## src/rtl/can_ts_pkg.sv

```systemverilog
// Shared definitions for the CAN timestamp block: register map, bit positions, defaults.
package can_ts_pkg;

    localparam int PRESCALE_W_DEF = 16;

    localparam logic [5:0] ADDR_CTRL     = 6'h00;
    localparam logic [5:0] ADDR_PRESCALE = 6'h04;
    localparam logic [5:0] ADDR_TS_LO    = 6'h08;
    localparam logic [5:0] ADDR_TS_HI    = 6'h0C;
    localparam logic [5:0] ADDR_LOAD_LO  = 6'h10;
    localparam logic [5:0] ADDR_LOAD_HI  = 6'h14;
    localparam logic [5:0] ADDR_ALARM_LO = 6'h18;
    localparam logic [5:0] ADDR_ALARM_HI = 6'h1C;
    localparam logic [5:0] ADDR_STATUS   = 6'h20;

    localparam int CTRL_EN       = 0;
    localparam int CTRL_CLR      = 1;
    localparam int CTRL_ALARM_EN = 2;

    localparam int STATUS_ALARM = 0;
    localparam int STATUS_WRAP  = 1;

endpackage

```

## src/rtl/can_ts_prescaler.sv

```systemverilog
// Prescaler for the timestamp counter: one tick every PRESCALE+1 cycles while enabled.
module can_ts_prescaler
    import can_ts_pkg::*;
#(
    parameter int PRESCALE_W = PRESCALE_W_DEF
) (
    input  logic                  clk,
    input  logic                  rst,
    input  logic                  en,
    input  logic [PRESCALE_W-1:0] prescale,
    input  logic                  pcnt_clr,
    input  logic                  suppress,
    output logic                  tick
);

    logic [PRESCALE_W-1:0] pcnt_q;
    logic [PRESCALE_W-1:0] pcnt_d;
    logic                  terminal;

    always_comb begin
        terminal = (pcnt_q == prescale);
        // A clear or load on the same edge swallows the tick rather than deferring it.
        tick     = en & terminal & ~suppress;
        pcnt_d   = pcnt_q + 1'b1;
        if (!en || pcnt_clr || terminal) begin
            pcnt_d = '0;
        end
    end

    always_ff @(posedge clk or posedge rst) begin
        if (rst) begin
            pcnt_q <= '0;
        end else begin
            pcnt_q <= pcnt_d;
        end
    end

endmodule

```

## src/rtl/can_timestamp_apb.sv

```systemverilog
// APB-programmable 64-bit free-running timestamp with compare alarm and atomic high-word readout.
module can_timestamp_apb
    import can_ts_pkg::*;
#(
    parameter int PRESCALE_W   = PRESCALE_W_DEF,
    parameter int PRESCALE_RST = 0
) (
    input  logic        PCLK,
    input  logic        PRESET,
    input  logic        PSEL,
    input  logic        PENABLE,
    input  logic        PWRITE,
    input  logic [31:0] PADDR,
    input  logic [31:0] PWDATA,
    output logic [31:0] PRDATA,
    output logic        PREADY,
    output logic [63:0] timestamp,
    output logic        tick,
    output logic        irq
);

    logic                  en_q, en_d;
    logic                  alarm_en_q, alarm_en_d;
    logic [PRESCALE_W-1:0] prescale_q, prescale_d;
    logic [31:0]           load_lo_q, load_lo_d;
    logic [31:0]           load_hi_q, load_hi_d;
    logic [31:0]           alarm_lo_q, alarm_lo_d;
    logic [31:0]           alarm_hi_q, alarm_hi_d;
    logic                  alarm_flag_q, alarm_flag_d;
    logic                  wrap_flag_q, wrap_flag_d;
    logic [31:0]           ts_hi_shadow_q, ts_hi_shadow_d;
    logic [63:0]           count_q, count_d;

    logic       wr, rd;
    logic [5:0] addr;
    logic       wr_ctrl, wr_prescale, wr_load_hi, wr_status;
    logic       clr;
    logic       cnt_adv;
    logic       alarm_set, wrap_set;
    logic       unused_paddr;

    assign wr           = PSEL & PENABLE & PWRITE;
    assign rd           = PSEL & PENABLE & ~PWRITE;
    assign addr         = PADDR[5:0];
    assign unused_paddr = ^PADDR[31:6];
    assign wr_ctrl      = wr & (addr == ADDR_CTRL);
    assign wr_prescale  = wr & (addr == ADDR_PRESCALE);
    assign wr_load_hi   = wr & (addr == ADDR_LOAD_HI);
    assign wr_status    = wr & (addr == ADDR_STATUS);
    assign clr          = wr_ctrl & PWDATA[CTRL_CLR];

    can_ts_prescaler #(
        .PRESCALE_W (PRESCALE_W)
    ) u_prescaler (
        .clk      (PCLK),
        .rst      (PRESET),
        .en       (en_q),
        .prescale (prescale_q),
        .pcnt_clr (clr | wr_load_hi | wr_prescale),
        .suppress (clr | wr_load_hi),
        .tick     (tick)
    );

    always_comb begin
        en_d           = en_q;
        alarm_en_d     = alarm_en_q;
        prescale_d     = prescale_q;
        load_lo_d      = load_lo_q;
        load_hi_d      = load_hi_q;
        alarm_lo_d     = alarm_lo_q;
        alarm_hi_d     = alarm_hi_q;
        ts_hi_shadow_d = ts_hi_shadow_q;

        if (wr) begin
            case (addr)
                ADDR_CTRL: begin
                    en_d       = PWDATA[CTRL_EN];
                    alarm_en_d = PWDATA[CTRL_ALARM_EN];
                end
                ADDR_PRESCALE: prescale_d = PWDATA[PRESCALE_W-1:0];
                ADDR_LOAD_LO:  load_lo_d  = PWDATA;
                ADDR_LOAD_HI:  load_hi_d  = PWDATA;
                ADDR_ALARM_LO: alarm_lo_d = PWDATA;
                ADDR_ALARM_HI: alarm_hi_d = PWDATA;
                default: ;
            endcase
        end

        // Latch the pre-update high word so it pairs with the low word being returned.
        if (rd && addr == ADDR_TS_LO) begin
            ts_hi_shadow_d = count_q[63:32];
        end

        count_d = count_q;
        cnt_adv = 1'b0;
        if (clr) begin
            count_d = '0;
        end else if (wr_load_hi) begin
            count_d = {PWDATA, load_lo_q};
            cnt_adv = 1'b1;
        end else if (tick) begin
            count_d = count_q + 64'd1;
            cnt_adv = 1'b1;
        end

        alarm_set    = cnt_adv & (count_d == {alarm_hi_q, alarm_lo_q});
        wrap_set     = tick & (&count_q);
        alarm_flag_d = alarm_set | (alarm_flag_q & ~(wr_status & PWDATA[STATUS_ALARM]));
        wrap_flag_d  = wrap_set  | (wrap_flag_q  & ~(wr_status & PWDATA[STATUS_WRAP]));
    end

    always_ff @(posedge PCLK or posedge PRESET) begin
        if (PRESET) begin
            en_q           <= 1'b0;
            alarm_en_q     <= 1'b0;
            prescale_q     <= PRESCALE_W'(PRESCALE_RST);
            load_lo_q      <= '0;
            load_hi_q      <= '0;
            alarm_lo_q     <= '0;
            alarm_hi_q     <= '0;
            alarm_flag_q   <= 1'b0;
            wrap_flag_q    <= 1'b0;
            ts_hi_shadow_q <= '0;
            count_q        <= '0;
        end else begin
            en_q           <= en_d;
            alarm_en_q     <= alarm_en_d;
            prescale_q     <= prescale_d;
            load_lo_q      <= load_lo_d;
            load_hi_q      <= load_hi_d;
            alarm_lo_q     <= alarm_lo_d;
            alarm_hi_q     <= alarm_hi_d;
            alarm_flag_q   <= alarm_flag_d;
            wrap_flag_q    <= wrap_flag_d;
            ts_hi_shadow_q <= ts_hi_shadow_d;
            count_q        <= count_d;
        end
    end

    always_comb begin
        PRDATA = '0;
        if (PSEL) begin
            case (addr)
                ADDR_CTRL:     PRDATA = {29'd0, alarm_en_q, 1'b0, en_q};
                ADDR_PRESCALE: PRDATA = 32'(prescale_q);
                ADDR_TS_LO:    PRDATA = count_q[31:0];
                ADDR_TS_HI:    PRDATA = ts_hi_shadow_q;
                ADDR_LOAD_LO:  PRDATA = load_lo_q;
                ADDR_LOAD_HI:  PRDATA = load_hi_q;
                ADDR_ALARM_LO: PRDATA = alarm_lo_q;
                ADDR_ALARM_HI: PRDATA = alarm_hi_q;
                ADDR_STATUS:   PRDATA = {30'd0, wrap_flag_q, alarm_flag_q};
                default:       PRDATA = '0;
            endcase
        end
    end

    assign PREADY    = 1'b1;
    assign timestamp = count_q;
    assign irq       = alarm_flag_q & alarm_en_q;

endmodule

```

## config.mk

```make
export PLATFORM = sky130hd
export DESIGN_NAME = can_timestamp_apb
export DESIGN_NICKNAME = d
export VERILOG_FILES = /design/src/rtl/can_ts_pkg.sv /design/src/rtl/can_ts_prescaler.sv /design/src/rtl/can_timestamp_apb.sv
export SDC_FILE = /design/constraint.sdc
export NUM_CORES = 1
export LEC_CHECK = 0
export ABC_AREA = 1
export ABC_CLOCK_PERIOD_IN_PS = 15400
export CELL_PAD_IN_SITES_DETAIL_PLACEMENT = 2
export CELL_PAD_IN_SITES_GLOBAL_PLACEMENT = 2
export CORE_MARGIN = 2
export CORE_UTILIZATION = 34
export DETAILED_ROUTE_END_ITERATION = 16
export PLACE_DENSITY = 0.87
export SYNTH_ARGS = -nofsm -noshare
export SYNTH_HDL_FRONTEND = slang
export SYNTH_SLANG_ARGS = --single-unit
```

## constraint.sdc

```tcl
create_clock -name PCLK -period 15.4 [get_ports PCLK]
set_input_delay 1.54 -clock PCLK [delete_from_list [all_inputs] [get_ports PCLK]]
set_output_delay 1.54 -clock PCLK [all_outputs]
set_load 0.05 [all_outputs]
```

Word level (Yosys, flattened, before mapping)
Cells that the tools add are included.
{ "totals": {"in_bits": 69, "wordCells": 70, "ff_bits": 260} }
{ "classes": {"addsub": 2, "reduce_logical": 12, "bitwise": 25, "n_mux": 9, "eq_ne": 10} }
{ "op_table": {"columns": ["op", "n"], "rows": [
  ["32-bit case mux with 9 select lines", 1],
  ["64-bit 2-to-1 mux", 3],
  ["64-bit by 1-bit adder with 64-bit output, second input constant", 1],
  ["64-bit == test", 1],
  ["64-bit AND reduction", 1],
  ["32-bit 2-to-1 mux", 1],
  ["6-bit by 5-bit == test with 1-bit output, second input constant", 4],
  ["1-bit AND", 17],
  ["16-bit by 1-bit adder with 16-bit output, second input constant", 1],
  ["16-bit == test", 1],
  ["16-bit 2-to-1 mux", 1],
  ["6-bit by 4-bit == test with 1-bit output, second input constant", 2],
  ["2-bit AND reduction", 6],
  ["6-bit by 3-bit == test with 1-bit output, second input constant", 1],
  ["6-bit == test, second input constant", 1],
  ["6-bit logical NOT", 1],
  ["1-bit NOT", 4],
  ["1-bit bitwise OR", 4],
  ["1-bit 2-to-1 mux", 3],
  ["1-bit logical OR", 2],
  ["1-bit logical AND", 1],
  ["1-bit logical NOT", 1]
]} }

Logic depth before layout (Yosys ltp)
{ "depth": {"ltp_word": 13, "depth_mapped": 23, "depth_no_buf": 23} }

Modules after synthesis
From an unflattened synthesis, not the netlist that was laid out.
{ "unflattened": {"cells_unflattened": 2283, "area_unflattened_um2": 15746.4} }
{ "modules_own_cells": {"columns": ["module", "area_per_inst_um2", "n_inst", "cells_each"], "rows": [
  ["can_timestamp_apb", 14561.5, 1, 2101],
  ["can_ts_prescaler", 1184.9, 1, 182]
]} }

Worst setup path before layout
OpenSTA, ideal clock, no wires.
{ "synth_path": {"path_type": "in2out", "from": "in PADDR[1]", "to": "out PRDATA[24]", "cell_stages": 7, "slack_ns": 10.374, "arrival_ns": 3.486, "cell_sequence": "nor2_2 -> nand4_1 -> nor2_1 -> clkbuf_1 -> clkbuf_1 -> a22oi_1 -> a31oi_1"} }
{ "synth_via": {"elab_chain_len": 3} }
{ "synth_lines": {"columns": ["element", "line", "source"], "rows": [
  ["from (decl)", "can_timestamp_apb.sv:13", "input logic [31:0] PADDR,"],
  ["6-bit == test (tied with other cells)", "can_timestamp_apb.sv:143", "case (addr)"],
  ["32-bit case mux with 9 select lines (*)", "can_timestamp_apb.sv:143", null],
  ["32-bit 2-to-1 mux (*)", "can_timestamp_apb.sv:142", "if (PSEL) begin"],
  ["to (decl)", "can_timestamp_apb.sv:15", "output logic [31:0] PRDATA,"]
]} }
Every way passes the cells marked *; elsewhere a longest branch is shown, timed or not.

Worst setup path after layout
{ "layout_path": {"from": "in PADDR[4]", "to": "out PRDATA[10]"} }
The elaborated chain is that of the path after synthesis.

==> impl_metrics.json <==
{
  "status": "finished clean",
  "seq_area_frac_synth": 0.410,
  "die_h_um": 220,
  "gr-total-overflow": 0,
  "setup_tns_ns": 0,
  "post-place-ws_ns": 8.85,
  "hold_class": "flop to flop",
  "nets": 2529,
  "fin_cells": 3085,
  "root_buffer": "clkbuf_16",
  "crit_path_max_fanout": 14,
  "synth-seq-cells": 260,
  "routedWlPerCell_um": 25.3,
  "fp.dieW_um": 220,
  "cp-start-kind": "input port",
  "cts_tree": "yes",
  "dieArea_sq_um": 48400,
  "syn2layout_area_growth_pct": 19.0,
  "routabilityCongestion": 0.886,
  "core.rowCount": 79,
  "synthCells": 2356,
  "final_common_cell": "nand2_1",
  "seq_area_sq_um": 6510,
  "syn-mean-instance-area_sq_um": 6.73,
  "num_vias": 17394,
  "netlist_area_sq_um": 15900,
  "cts_setup_buffers": 0,
  "clk_pin_slew_ns": 0.05,
  "p_comb_frac": 0.204,
  "cts_made_buffers": 35,
  "switchingPower_uw": 703,
  "cts_sinks": 260,
  "coreArea_sq_um": 46300,
  "hold_violations": 0,
  "maxCapViolations": 0,
  "multi_input_area_sq_um": 7640,
  "fin_skew_ns": 0.0173,
  "clkLatencyLatePin_ns": 0.55,
  "grt_pass1_vias": 19378,
  "yosysUniqueCellTypes": 43,
  "diodes": 0,
  "power_density_nw_per_um2": 107,
  "grt_use_met1": 0.405,
  "worst_pin_slew_ns": 1.07,
  "grt_max_degree": 145,
  "slew_headroom": 0.287,
  "grtUsageMet2": 0.548,
  "busiest_layer": "met2",
  "antenna_found_initial": 0,
  "setup-violations-final": 0,
  "cts_hold_buf": 0,
  "htreeDepth": 2,
  "period_needed_ns": 6.70,
  "globalRouteMet3Util": 0.0617,
  "required_ns": 13.86,
  "dpl.hpwl_um": 54200,
  "cp.arrival_ns": 5.16,
  "placed_cells_incl_taps": 3028,
  "ios": 168,
  "fmaxAchievable_mhz": 149,
  "cts_resized": 0,
  "drc": 0,
  "final.fill_count": 5490,
  "p_sw_frac": 0.348,
  "drt-initial-drc-count": 1202,
  "placed_cell_area_sq_um": 17800,
  "layout_common_cells": "nand2_1, inv_1, o21ai_0, dfrtp_1, nor2_1",
  "clk_path_buf_depth": 3,
  "maxSlewViolCount": 0,
  "p_int_mw": 1.32,
  "dr.pass1.iters": 5,
  "wl_um": 78100,
  "finalWorstSetupSlack_ns": 8.70,
  "grt_pass1_wl_um": 118000,
  "rsz0062_at_grt": "false",
  "seq_power_share": 0.397,
  "ant_nets": 0,
  "critPathKind": "input port to output pin",
  "gr-usage-all-layers": 0.328,
  "synth_warnings": 0,
  "start_util": 0.343,
  "ir_drop_uv": 86.0,
  "portBuffers": 140,
  "stdcell_area_sq_um": 18900,
  "syn_nets": 2427,
  "p_clk_frac": 0.399,
  "p_leak_nw": 8.44,
  "finalCritPeriodShare": 0.435,
  "cp-end-kind": "output pin",
  "layout-drive-gt1-share": 0.0480,
  "vias_per_cell": 5.64
}
[registers in the layout (all words and copies together), names as in the netlist]
register,count
ts_hi_shadow_q,32
timestamp,64
load_lo_q,32
wrap_flag_q,1
alarm_hi_q,32
u_prescaler.pcnt_q,16
alarm_lo_q,32
prescale_q,16
alarm_flag_q,1
alarm_en_q,1
load_hi_q,32
en_q,1
[power by group through the flow]
stage	clock, mW	combinational (mW)	sequential, mW
floorplan	0	0.190	0.852
global placement	0	0.384	0.807
detailed placement	0	0.404	0.809
CTS	0.813	0.411	0.799
global route	0.836	0.447	0.805
finish	0.805	0.413	0.801
[final timing paths]
| kind | startpoint | to | slack (ns) | depth (start not counted) |
|---|---|---|---|---|
| hold reg to reg | load_hi_q[16]$_DFFE_PP0P_ | load_hi_q[16]$_DFFE_PP0P_ | 0.49 | 2 |
| setup / recovery | PADDR[4] | PRDATA[10] | 8.70 | 10 |
| max in group asynchronous | PRESET | alarm_hi_q[19]$_DFFE_PP0P_ | 12.43 | 3 |
| setup reg to reg | prescale_q[13]$_DFFE_PP0P_ | alarm_flag_q$_DFF_PP0_ | 10.72 | 22 |
| min in group asynchronous | PRESET | load_hi_q[0]$_DFFE_PP0P_ | 1.56 | 2 |
| hold / removal | load_hi_q[16]$_DFFE_PP0P_ | load_hi_q[16]$_DFFE_PP0P_ | 0.49 | 2 |
[cell type report]
type                       instances  area share
clock buffer                      51      0.0545
inverter                         349      0.0698
multi-input combinational       1651       0.405
sequential                       260       0.345
tap                              607      0.0402
clock inverter                     6     0.00305
timing repair buffer             161      0.0832
[kinds of logic after synthesis]
group | count (synthesis) | synth area share
compound gates | 394 | 0.139
xor+xnor | 13 | 0.00718
fa+ha+maj | 2 | 0.00158
buf+inv | 445 | 0.111
flops | 260 | 0.410
other cells | 1 | 0.000236
simple gates | 1241 | 0.331
[synthesized netlist by cell type]
cell / number / area share
inv_2: 9 / 0.0021
a22oi_1: 15 / 0.0071
o21bai_1: 1 / 0.00047
nand3b_1: 24 / 0.011
inv_1: 339 / 0.080
clkbuf_1: 69 / 0.016
nand2_4: 1 / 0.00071
a31oi_1: 11 / 0.0043
o21ai_1: 7 / 0.0022
and2_1: 4 / 0.0016
ha_1: 2 / 0.0016
nand4_1: 49 / 0.019
buf_6: 10 / 0.0071
o21ai_0: 270 / 0.085
or2_2: 5 / 0.0020
nand2_1: 742 / 0.18
xor2_1: 8 / 0.0044
nor2_4: 4 / 0.0028
nor2_1: 222 / 0.053
a211oi_1: 3 / 0.0014
nor3b_1: 6 / 0.0028
a21boi_0: 1 / 0.00047
nand3_1: 144 / 0.045
a221oi_1: 29 / 0.016
a2111oi_0: 3 / 0.0017
o221ai_1: 2 / 0.0011
nand2_2: 4 / 0.0016
nor4_1: 3 / 0.0012
xnor2_1: 5 / 0.0028
buf_2: 9 / 0.0028
o21a_1: 2 / 0.00095
a41oi_1: 5 / 0.0028
nor2_2: 9 / 0.0035
nor3_1: 14 / 0.0044
buf_4: 1 / 0.00047
a21oi_1: 34 / 0.011
buf_1: 7 / 0.0017
clkinv_1: 1 / 0.00024
conb_1: 1 / 0.00024
o22ai_1: 11 / 0.0043
dfrtp_1: 260 / 0.41
nor3_2: 1 / 0.00063
nand3_2: 9 / 0.0057
[layer usage]
metal,part of all wire,vias to the layer above
li1,-,7723
met4,0.053,0
met2,0.48,576
met3,0.061,213
met1,0.41,8882
met5,0,-
[per-stage QoR]
stage               power, mW  utilization  hold slack [ns]
finish                   2.02        0.408            0.492
floorplan                1.04            -            0.450
global route             2.09        0.408            0.530
CTS                      2.02        0.408            0.494
detailed placement       1.21        0.385            0.471
global placement         1.19        0.385            0.466
[critical path, cell delays in order]
cell and delay [ns]:
clkdlybuf4s50_1 0.57, nand2_1 0.21, nor2_1 0.18, buf_4 0.36, inv_1 0.47, buf_4 0.37
o221ai_1 0.21, a2111oi_0 0.10, nor2_1 0.28, clkdlybuf4s50_1 0.87
Note: power is estimated with default switching activity, not from simulation.
